`config.mk`:
```
export PLATFORM = sky130hd
export DESIGN_NAME = sd_buf_arb_flat
export DESIGN_NICKNAME = d
export VERILOG_FILES = /design/src/rtl/sd_buf_arb_if.sv /design/src/rtl/sd_buf_arb.sv /design/src/flat_wrapper.sv
export SDC_FILE = /design/constraint.sdc
export NUM_CORES = 1
export LEC_CHECK = 0
export ABC_AREA = 1
export CORE_UTILIZATION = 51
export CTS_CLUSTER_SIZE = 8
export DETAILED_ROUTE_END_ITERATION = 8
export DONT_BUFFER_PORTS = 1
export GPL_TIMING_DRIVEN = 0
export HOLD_SLACK_MARGIN = 0.05
export PLACE_DENSITY = 0.73
export SYNTH_ARGS = -nofsm -noshare
export SYNTH_HDL_FRONTEND = slang
export SYNTH_SLANG_ARGS = --single-unit
```
`constraint.sdc`:
```
create_clock -name iclk -period 3.37 [get_ports iclk]
set_input_delay 0.674 -clock iclk [delete_from_list [all_inputs] [get_ports iclk]]
set_output_delay 0.674 -clock iclk [all_outputs]
set_load 0.01 [all_outputs]
```
`src/rtl/sd_buf_arb_if.sv`:
```
// sd_buf_arb_if: requester, RAM command and status bundle of the buffer
// arbiter. slave = arbiter side, master = requesters + RAM side.
interface sd_buf_arb_if #(
  parameter int AW = 10,
  parameter int DW = 4
);
  logic          ireq0;
  logic          iwe0;
  logic [AW-1:0] iaddr0;
  logic [DW-1:0] idata0;
  logic          ogrant0;
  logic [DW-1:0] odata0;
  logic          ovalid0;

  logic          ireq1;
  logic          iwe1;
  logic [AW-1:0] iaddr1;
  logic [DW-1:0] idata1;
  logic          ogrant1;
  logic [DW-1:0] odata1;
  logic          ovalid1;

  logic          oram_en;
  logic          oram_we;
  logic [AW-1:0] oram_addr;
  logic [DW-1:0] oram_data;
  logic [DW-1:0] iram_data;
  logic          ostarve;

  modport slave (
    input  ireq0, iwe0, iaddr0, idata0,
    output ogrant0, odata0, ovalid0,
    input  ireq1, iwe1, iaddr1, idata1,
    output ogrant1, odata1, ovalid1,
    output oram_en, oram_we,
    output oram_addr, oram_data,
    input  iram_data,
    output ostarve
  );

  modport master (
    output ireq0, iwe0, iaddr0, idata0,
    input  ogrant0, odata0, ovalid0,
    output ireq1, iwe1, iaddr1, idata1,
    input  ogrant1, odata1, ovalid1,
    input  oram_en, oram_we,
    input  oram_addr, oram_data,
    output iram_data,
    input  ostarve
  );
endinterface

```
`src/rtl/sd_buf_arb.sv`:
```
// sd_buf_arb: two-port arbiter for the single-port SD block buffer RAM.
// Ports: iclk, irst (async high), bus (slave modport: req/grant/RAM).
module sd_buf_arb #(
  parameter int AW       = 10,
  parameter int DW       = 4,
  parameter int MAX_WAIT = 4
) (
  input  logic        iclk,
  input  logic        irst,
  sd_buf_arb_if.slave bus
);
  localparam logic [3:0] MW = 4'(MAX_WAIT);

  logic [3:0]    wait_q, wait_d;
  logic          starve_q, starve_d;
  logic          en_q, en_d;
  logic          we_q, we_d;
  logic [AW-1:0] addr_q, addr_d;
  logic [DW-1:0] data_q, data_d;
  // read-tag pipe: [0] = RAM cmd stage, [1] = RAM data stage
  logic [1:0]    tv_q, tv_d;
  logic [1:0]    tid_q, tid_d;
  logic          ovr, g0, g1;

  always_comb begin
    ovr = bus.ireq1 & (wait_q == MW);
    // grants are forced low while reset is held
    g1  = ~irst & bus.ireq1 & (ovr | ~bus.ireq0);
    g0  = ~irst & bus.ireq0 & ~g1;

    wait_d = wait_q;
    if (!bus.ireq1 || g1) begin
      wait_d = '0;
    end else if (wait_q != MW) begin
      wait_d = wait_q + 4'd1;
    end

    // only a real override pulses: port 0 was asking too
    starve_d = ovr & bus.ireq0 & ~irst;

    en_d   = g0 | g1;
    we_d   = 1'b0;
    addr_d = addr_q;
    data_d = data_q;
    unique case (1'b1)
      g1: begin
        we_d   = bus.iwe1;
        addr_d = bus.iaddr1;
        data_d = bus.idata1;
      end
      g0: begin
        we_d   = bus.iwe0;
        addr_d = bus.iaddr0;
        data_d = bus.idata0;
      end
      default: ;
    endcase

    tv_d  = {tv_q[0], en_d & ~we_d};
    tid_d = {tid_q[0], g1};
  end

  always_ff @(posedge iclk or posedge irst) begin
    if (irst) begin
      wait_q   <= '0;
      starve_q <= 1'b0;
      en_q     <= 1'b0;
      we_q     <= 1'b0;
      addr_q   <= '0;
      data_q   <= '0;
      tv_q     <= '0;
      tid_q    <= '0;
    end else begin
      wait_q   <= wait_d;
      starve_q <= starve_d;
      en_q     <= en_d;
      we_q     <= we_d;
      addr_q   <= addr_d;
      data_q   <= data_d;
      tv_q     <= tv_d;
      tid_q    <= tid_d;
    end
  end

  assign bus.ogrant0   = g0;
  assign bus.ogrant1   = g1;
  assign bus.ovalid0   = tv_q[1] & ~tid_q[1];
  assign bus.ovalid1   = tv_q[1] & tid_q[1];
  assign bus.odata0    = bus.ovalid0 ? bus.iram_data : '0;
  assign bus.odata1    = bus.ovalid1 ? bus.iram_data : '0;
  assign bus.oram_en   = en_q;
  assign bus.oram_we   = we_q;
  assign bus.oram_addr = addr_q;
  assign bus.oram_data = data_q;
  assign bus.ostarve   = starve_q;
endmodule

```
`src/flat_wrapper.sv`:
```
// flat-port wrapper written by rule: the top's interface ports become plain ports
module sd_buf_arb_flat 
#(
  parameter int AW       = 10,
  parameter int DW       = 4,
  parameter int MAX_WAIT = 4
)
  (iclk, irst, bus_ireq0, bus_iwe0, bus_iaddr0, bus_idata0, bus_ogrant0, bus_odata0, bus_ovalid0, bus_ireq1, bus_iwe1, bus_iaddr1, bus_idata1, bus_ogrant1, bus_odata1, bus_ovalid1, bus_oram_en, bus_oram_we, bus_oram_addr, bus_oram_data, bus_iram_data, bus_ostarve);
  sd_buf_arb_if #(.AW(AW), .DW(DW)) bus_i ();
  input  logic iclk;
  input  logic irst;
  input wire logic [$bits(bus_i.ireq0)-1:0] bus_ireq0;
  input wire logic [$bits(bus_i.iwe0)-1:0] bus_iwe0;
  input wire logic [$bits(bus_i.iaddr0)-1:0] bus_iaddr0;
  input wire logic [$bits(bus_i.idata0)-1:0] bus_idata0;
  output wire logic [$bits(bus_i.ogrant0)-1:0] bus_ogrant0;
  output wire logic [$bits(bus_i.odata0)-1:0] bus_odata0;
  output wire logic [$bits(bus_i.ovalid0)-1:0] bus_ovalid0;
  input wire logic [$bits(bus_i.ireq1)-1:0] bus_ireq1;
  input wire logic [$bits(bus_i.iwe1)-1:0] bus_iwe1;
  input wire logic [$bits(bus_i.iaddr1)-1:0] bus_iaddr1;
  input wire logic [$bits(bus_i.idata1)-1:0] bus_idata1;
  output wire logic [$bits(bus_i.ogrant1)-1:0] bus_ogrant1;
  output wire logic [$bits(bus_i.odata1)-1:0] bus_odata1;
  output wire logic [$bits(bus_i.ovalid1)-1:0] bus_ovalid1;
  output wire logic [$bits(bus_i.oram_en)-1:0] bus_oram_en;
  output wire logic [$bits(bus_i.oram_we)-1:0] bus_oram_we;
  output wire logic [$bits(bus_i.oram_addr)-1:0] bus_oram_addr;
  output wire logic [$bits(bus_i.oram_data)-1:0] bus_oram_data;
  input wire logic [$bits(bus_i.iram_data)-1:0] bus_iram_data;
  output wire logic [$bits(bus_i.ostarve)-1:0] bus_ostarve;
  assign bus_i.ireq0 = bus_ireq0;
  assign bus_i.iwe0 = bus_iwe0;
  assign bus_i.iaddr0 = bus_iaddr0;
  assign bus_i.idata0 = bus_idata0;
  assign bus_ogrant0 = bus_i.ogrant0;
  assign bus_odata0 = bus_i.odata0;
  assign bus_ovalid0 = bus_i.ovalid0;
  assign bus_i.ireq1 = bus_ireq1;
  assign bus_i.iwe1 = bus_iwe1;
  assign bus_i.iaddr1 = bus_iaddr1;
  assign bus_i.idata1 = bus_idata1;
  assign bus_ogrant1 = bus_i.ogrant1;
  assign bus_odata1 = bus_i.odata1;
  assign bus_ovalid1 = bus_i.ovalid1;
  assign bus_oram_en = bus_i.oram_en;
  assign bus_oram_we = bus_i.oram_we;
  assign bus_oram_addr = bus_i.oram_addr;
  assign bus_oram_data = bus_i.oram_data;
  assign bus_i.iram_data = bus_iram_data;
  assign bus_ostarve = bus_i.ostarve;
  sd_buf_arb #(.AW(AW), .DW(DW), .MAX_WAIT(MAX_WAIT)) u_core (.iclk(iclk), .irst(irst), .bus(bus_i));
endmodule
```
* Yosys cells after proc, flatten, opt, wreduce, memory -nomap -nowiden
Index checks and enable logic that the tools add are counted.
Storage, ports and cells: output and inout port bits 29, word-level logic and storage cells 39, input port bits 38, bits in registers 25
Cells by class: eq/ne operators 2, muxes and demuxes 7, bitwise operators 17, reduce and logical (&&, ||, !) cells 4, $add $sub $neg 1
Operators with widths (number):
- 10-bit case mux with 2 select lines | 1
- 4-bit two-way mux | 4
- 1-bit bitwise AND | 10
- 4-bit case mux with 2 select lines | 1
- 1-bit inverter | 5
- 4-bit by 1-bit adder with 4-bit output, second input constant | 1
- 4-bit by 3-bit == test with 1-bit output, second input constant | 1
- 4-bit by 3-bit != test with 1-bit output, second input constant | 1
- 2-bit nonzero test | 2
- 1-bit bitwise OR | 2
- 1-bit case mux with 2 select lines | 1
- 1-bit logical NOT | 1
- 1-bit logical OR | 1

* Longest topological paths before layout
Gate-level depths: netlist of run 1.
depth after elaboration 9, depth in mapped cells 8, mapped depth without buffers 7

* Worst setup path after synthesis of run 1
Ideal clock, no wire load.
kind input port to output port, from in irst, to out bus_ogrant0, arrival 1.416 ns, data required time 2.696 ns, path slack 1.280 ns, buffers on the path 0, stages on the path 5, cells stage by stage inv_2 > nand2_4 > inv_4 > nand2_4 > inv_1
On the way: word-level cells in the longest chain between the ends 5, elaborated cells on any way between the ends 6, classes of those cells 6 x bitwise
RTL lines:
- start: declaration | RTL line flat_wrapper.sv:11 | input logic irst;
- 1-bit inverter (*) | RTL line sd_buf_arb.sv:28, sd_buf_arb.sv:29
- 1-bit bitwise AND (2 in series) | RTL line sd_buf_arb.sv:28 | g1 = ~irst & bus.ireq1 & (ovr | ~bus.ireq0);
- 1-bit inverter | RTL line sd_buf_arb.sv:29 | g0 = ~irst & bus.ireq0 & ~g1;
- 1-bit bitwise AND (*) | RTL line sd_buf_arb.sv:29
- end: declaration | RTL line flat_wrapper.sv:16 | output wire logic [$bits(bus_i.ogrant0)-1:0] bus_ogrant0;
Mark *: on every way between the ends. The rest lies on a longest branch, timed or not.

* Worst setup path in the final report of run 1
Same ends and word-level chain as after synthesis.

==> results of run 1 <==
## registers in the layout (all words and copies together) (netlist names)
| name | cells |
|---|---|
| u_core.bus.oram_en | 1 |
| u_core.bus.oram_we | 1 |
| u_core.bus.ostarve | 1 |
| u_core.wait_q | 4 |
| u_core.bus.oram_addr | 10 |
| u_core.tv_q | 2 |
| u_core.tid_q | 2 |
| u_core.bus.oram_data | 4 |
## cells by family (layout without fill, tap and decap cells)
group           after synthesis  after routing  synth area share
simple gates                 97             97             0.322
buf+inv                      48             52             0.159
fa+ha+maj                     2              2            0.0184
flops                        25             25             0.459
compound gates                5              5            0.0285
xor+xnor                      2              2            0.0129
## how the worst max path moves through the flow
stage          from          end  slack, ns
6_report       irst  bus_ogrant0       1.13
5_1_grt        irst  bus_ogrant0       0.98
4_1_cts        irst  bus_ogrant0       1.09
3_5_place_dp   irst  bus_ogrant0       1.09
3_3_place_gp   irst  bus_ogrant0       1.11
2_1_floorplan  irst  bus_ogrant0       1.28
## stage by stage
step                std cells   util  power (W)  area (µm²)
floorplan                 179      -   0.000458        1360
global placement          209  0.560   0.000477        1400
detailed placement        209  0.560   0.000483        1400
CTS                       213  0.571   0.000613        1430
global route              213  0.571   0.000646        1430
finish                    213  0.571   0.000606        1430
## cell type report
type,instances,share of cell area
buffer,5,0.0351
clock buffer,4,0.0184
inverter,43,0.117
tap,30,0.0263
multi-input combinational,106,0.365
sequential,25,0.439
## cells in the mapped netlist
master,n
o21ai_0,2
inv_1,39
o211ai_1,1
nand4_4,1
xnor2_1,1
inv_2,2
nand2_1,48
nor2_1,13
o21ai_4,1
inv_4,2
buf_2,1
nor2_2,1
dfrtp_1,25
nand2_4,2
ha_1,2
nand3_1,32
buf_6,4
xor2_1,1
a21oi_1,1
## cell usage in the layout (no fill, tap or decap), types with 2 or more instances in the layout
cell | synthesis | layout
nand2_1 | 48 | 48
dfrtp_1 | 25 | 25
inv_4 | 2 | 2
nand3_1 | 32 | 32
inv_2 | 2 | 2
buf_6 | 4 | 4
inv_1 | 39 | 39
nor2_1 | 13 | 13
ha_1 | 2 | 2
nand2_4 | 2 | 2
o21ai_0 | 2 | 2
clkbuf_4 | 0 | 3
## power by group
group / total [W] / internal [W] / switching, W / leakage [nW]
clock: 0.000130 / 0.0000461 / 0.0000841 / 0.0150
combinational: 0.000106 / 0.0000389 / 0.0000667 / 0.511
sequential: 0.000370 / 0.000333 / 0.0000367 / 0.314
## metal layers
layer / up-vias / routed length (µm)
met3: 2 / 240
met2: 54 / 1260
li1: 546 / -
met1: 499 / 1140
met5: - / 0
met4: 0 / 14
==> impl_metrics.tcl, run 1 <==
set metrics [dict create \
    tns_ns 0 \
    path_max_fanout 27 \
    grt_pass1_wl_um 4130 \
    cts_resized 0 \
    syn_to_final_growth_pct 4.68 \
    pin_count 67 \
    slew_headroom 0.616 \
    insertion_delay_ns 0.31 \
    cpPeakStageDelay_ns 0.40 \
    path_cells "inv_2 -> nand2_4 -> inv_4 -> nand2_4 -> inv_1" \
    clock_sinks 25 \
    finalWorstSetupSlack_ns 1.13 \
    cts-root-buf "clkbuf_4" \
    fin_nets 224 \
    cellLeakagePower_nw 0.840 \
    fin_worst_skew_ns 0.0139 \
    worstMarginPinSlew_ns 0.575 \
    setup_viol 0 \
    crit_top_cell "nand2_4" \
    r2r_cells 7 \
    status "complete, no violations" \
    grt_antenna_before_repair 0 \
    cp-end-kind "output port" \
    place_ws_ns 1.09 \
    hpwl_um 2040 \
    irDropWorstVdd_mv 0.269 \
    drv_slew 0 \
    crit_path_start_kind "input pin" \
    htree_levels 1 \
    routabilityCongestion 0.774 \
    die_width_um 53.7 \
    grt_pass1_vias 1001 \
    cts_setup_buffers 0 \
    r2r-start "u_core.wait_q[0]$_DFFE_PP0P_" \
    p_per_area_nw_per_um2 425 \
    wire_per_inst_um 12.5 \
    timing.rr.end "u_core.bus.oram_data[1]$_DFFE_PP0P_" \
    post_route_cells_drive_above_1_share 0.0929 \
    synthCells 179 \
    worstPathArrival_ns 1.56 \
    cts_made_buffers 3 \
    multi_input_area_um2 520 \
    seqCellArea_um2 626 \
    synth.avg_cell_area_um2 7.61 \
    fmax_mhz 447 \
    grt_util_met2 0.368 \
    crit_family "buffers and inverters" \
    final_antenna_net_count 0 \
    ys_ff_latch 25 \
    vias 1101 \
    io_buffer_count 0 \
    hold_path_class "in2async" \
    critical_path_depth 5 \
    top_usage_layer "met2" \
    grt_max_degree 28 \
    hold_viol 0 \
    path_buf_inv 3 \
    fill_cells 241 \
    drt_first_pass_iters 4 \
    critPathSlowestCell "inv_2" \
    die-area_um2 2880 \
    grt_util_all_layers 0.200 \
    synth_area_leader_cell "dfrtp_1" \
    cts_hold_buf 0 \
    yosysSeqAreaShare 0.459 \
    reg2reg_slack_ns 1.89 \
    wl_um 2660 \
    worstPathRequired_ns 2.70 \
    cts_tree "done" \
    synth_fp_nets 219 \
    ys.warnings.count 0 \
    rows 18 \
    die_y_um 53.7 \
    ys_types 19 \
    period_minus_slack_ns 2.24 \
    grtUsageMet1 0.220 \
    syn_area_um2 1360 \
    grt_overflow 0 \
    drt-vias-per-instance 5.17 \
    grt_use_met3 0.0565 \
    grt_setup_unrepaired "false" \
    max_cap_viol_count 0 \
    post-route-drc-count 0 \
    antenna_cells 0 \
    crit_type "in2out" \
    clockBufferDepth 2 \
    synth_top_area_frac 0.459 \
    drtIter0Drc 12 \
    post-route-period-util 0.664 \
    clk_pin_slew_ns 0.14 \
    finalHoldWorstSlack_ns 0.282 \
    synth_area_leaders "dfrtp_1 (46%), nand2_1 (13%), nand3_1 (12%), inv_1 (11%), nor2_1 (3.6%)" \
    core_region_area_um2 2500 \
    initial_core_util 0.545 \
]
No activity file was read; power rests on OpenSTA's default activity.
==> run 2: changes to the inputs <==
==> constraint.sdc (replaced) <==
create_clock -name iclk -period 2.2 [get_ports iclk]
set_input_delay 0.44 -clock iclk [delete_from_list [all_inputs] [get_ports iclk]]
set_output_delay 0.44 -clock iclk [all_outputs]
set_load 0.01 [all_outputs]
==> results of run 2 <==
Same layout as run 1 (identical final DEF). Status: complete, no violations.
Among the figures that moved: setup slack after placement 1.09 ns -> 0.386 ns; setup slack after layout 1.13 ns -> 0.301 ns; hold slack 0.282 ns -> 0.0480 ns; start point of the critical path irst -> u_core.wait_q[0]$_DFFE_PP0P_; register-to-register setup slack 1.89 ns -> 0.72 ns; total power 0.000606 W -> 0.000928 W; worst IR drop on VDD 0.269 mV -> 0.412 mV
==> run 3: changes to the inputs <==
--- a/config.mk
+++ b/config.mk
@@ -6,13 +6,13 @@
 export NUM_CORES = 1
 export LEC_CHECK = 0
 export ABC_AREA = 1
-export CORE_UTILIZATION = 51
+export CORE_UTILIZATION = 40
 export CTS_CLUSTER_SIZE = 8
 export DETAILED_ROUTE_END_ITERATION = 8
 export DONT_BUFFER_PORTS = 1
 export GPL_TIMING_DRIVEN = 0
 export HOLD_SLACK_MARGIN = 0.05
-export PLACE_DENSITY = 0.73
+export PLACE_DENSITY = 0.61
 export SYNTH_ARGS = -nofsm -noshare
 export SYNTH_HDL_FRONTEND = slang
 export SYNTH_SLANG_ARGS = --single-unit
==> impl_metrics.tcl, run 3 (synthesis results as in run 1) <==
set metrics [dict create \
    status "complete, no violations" \
    crit_type "in2out" \
    cts_made_buffers 3 \
    post_route_cells_drive_above_1_share 0.0973 \
    final_area_um2 1470 \
    post-route-period-util 0.959 \
    post-route-drc-count 0 \
    fin_worst_skew_ns 0.0143 \
    cp-end-kind "output port" \
    initial_core_util 0.432 \
    clk_pin_slew_ns 0.14 \
    final_common_cell "nand2_1" \
    finalWorstSetupSlack_ns 0.0898 \
    worstPathArrival_ns 1.67 \
    hold_viol 0 \
    syn_to_final_growth_pct 7.71 \
    die_width_um 60.4 \
    slew_headroom 0.568 \
    antenna_cells 0 \
    grt_overflow 0 \
    insertion_delay_ns 0.32 \
    io_buffer_count 0 \
    vias 1103 \
    irDropWorstVdd_mv 0.296 \
    placed_area_um2 1420 \
    final_cell_mix "nand2_1 (48), inv_1 (39), nand3_1 (32)" \
    rows 20 \
    clockBufferDepth 2 \
    hpwl_um 2120 \
    drtIter0Drc 39 \
    grt_max_degree 16 \
    period_minus_slack_ns 2.11 \
    max_cap_viol_count 0 \
    wire_per_inst_um 12.3 \
    cts_resized 0 \
    grt_setup_unrepaired "false" \
    worstMarginPinSlew_ns 0.646 \
    wl_um 2810 \
    drv_slew 0 \
    drt-vias-per-instance 4.82 \
    path_max_fanout 13 \
    final_antenna_net_count 0 \
    cts_tree "done" \
    htree_levels 1 \
    pin_count 67 \
    fin_nets 226 \
    clock_sinks 25 \
    largest_reg_flops 10 \
    p_per_area_nw_per_um2 639 \
    routabilityCongestion 0.712 \
    fmax_mhz 474 \
    die-area_um2 3640 \
    setup_viol 0 \
    core_region_area_um2 3150 \
    crit_path_start_kind "input pin" \
    grt_pass1_vias 1069 \
    drt_first_pass_iters 4 \
    cts-root-buf "clkbuf_4" \
    die_y_um 60.4 \
    hold_path_class "in2reg" \
    grt_util_all_layers 0.166 \
    tns_ns 0 \
    place_ws_ns 0.389 \
    grt_pass1_wl_um 4440 \
    worstPathRequired_ns 1.76 \
    grt_antenna_before_repair 0 \
    cellLeakagePower_nw 0.847 \
]
[run 3: cell types whose count changed in the layout (fill, tap and decap cells not counted), sizes merged]
| cell | change |
|---|---|
| clkbuf | -1 |
| clkinvlp | +1 |
| dlygate4sd3 | +2 |
[run 3: power breakdown]
| group | internal (W) | total, W | leakage, nW | switching [W] |
|---|---|---|---|---|
| clock network | 0.0000695 | 0.000206 | 0.0139 | 0.000136 |
| logic | 0.0000616 | 0.000166 | 0.519 | 0.000104 |
| registers | 0.000510 | 0.000567 | 0.314 | 0.0000566 |
| total | 0.000641 | 0.000938 | 0.847 | 0.000297 |
[run 3: path summary, 6_finish.rpt]
kind                                              start                                   to  slack [ns]  cells past startpoint
max reg2reg                u_core.wait_q[0]$_DFFE_PP0P_  u_core.bus.oram_addr[1]$_DFFE_PP0P_        0.71                      7
max                                                irst                          bus_ogrant0        0.09                      6
min reg2reg                    u_core.tv_q[0]$_DFF_PP0_             u_core.tv_q[1]$_DFF_PP0_        0.37                      0
max in group asynchronous                          irst  u_core.bus.oram_addr[2]$_DFFE_PP0P_        0.36                      3
min in group asynchronous                          irst  u_core.bus.oram_addr[5]$_DFFE_PP0P_        0.53                      2
min                                           bus_ireq1         u_core.wait_q[2]$_DFFE_PP0P_        0.22                      2
[run 3: layout make-up]
type	instances	area (µm²)
fill	327	1690
sequential	25	626
multi-input combinational	106	520
inverter	43	166
tap	44	55.1
buffer	5	50.0
clock buffer	3	22.5
timing repair buffer	2	20.0
clock inverter	1	7.51
[run 3: routing by layer]
layer | routed length [µm] | vias to the layer above | global-route usage
li1 | - | 545 | -
met1 | 1170 | 500 | 0.173
met2 | 1350 | 54 | 0.305
met3 | 261 | 4 | 0.0704
met4 | 27 | 0 | 0.0399
met5 | 0 | - | 0
[run 3: critical path, cell delays in order]
cell	delay, ns
dlygate4sd3_1	0.56
inv_2	0.24
nand2_4	0.11
inv_4	0.11
nand2_4	0.08
inv_1	0.12
[run 3: per-stage QoR]
| step | utilization | cells | power (W) | hold WS [ns] |
|---|---|---|---|---|
| after detailed placement | 0.450 | 223 | 0.000742 | 0.337 |
| after global routing | 0.465 | 229 | 0.00100 | 0.211 |
| final | 0.465 | 229 | 0.000938 | 0.216 |
| after floorplan | - | 179 | 0.000702 | 0.331 |
| after CTS | 0.465 | 229 | 0.000952 | 0.207 |
| after global placement | 0.450 | 223 | 0.000732 | 0.335 |
[run 3: repair_timing]
| item | CTS | global route |
|---|---|---|
| hold buffers | 2 | 0 |
| setup buffers | 0 | 0 |
| endpoints found under the hold margin | 15 | 0 |
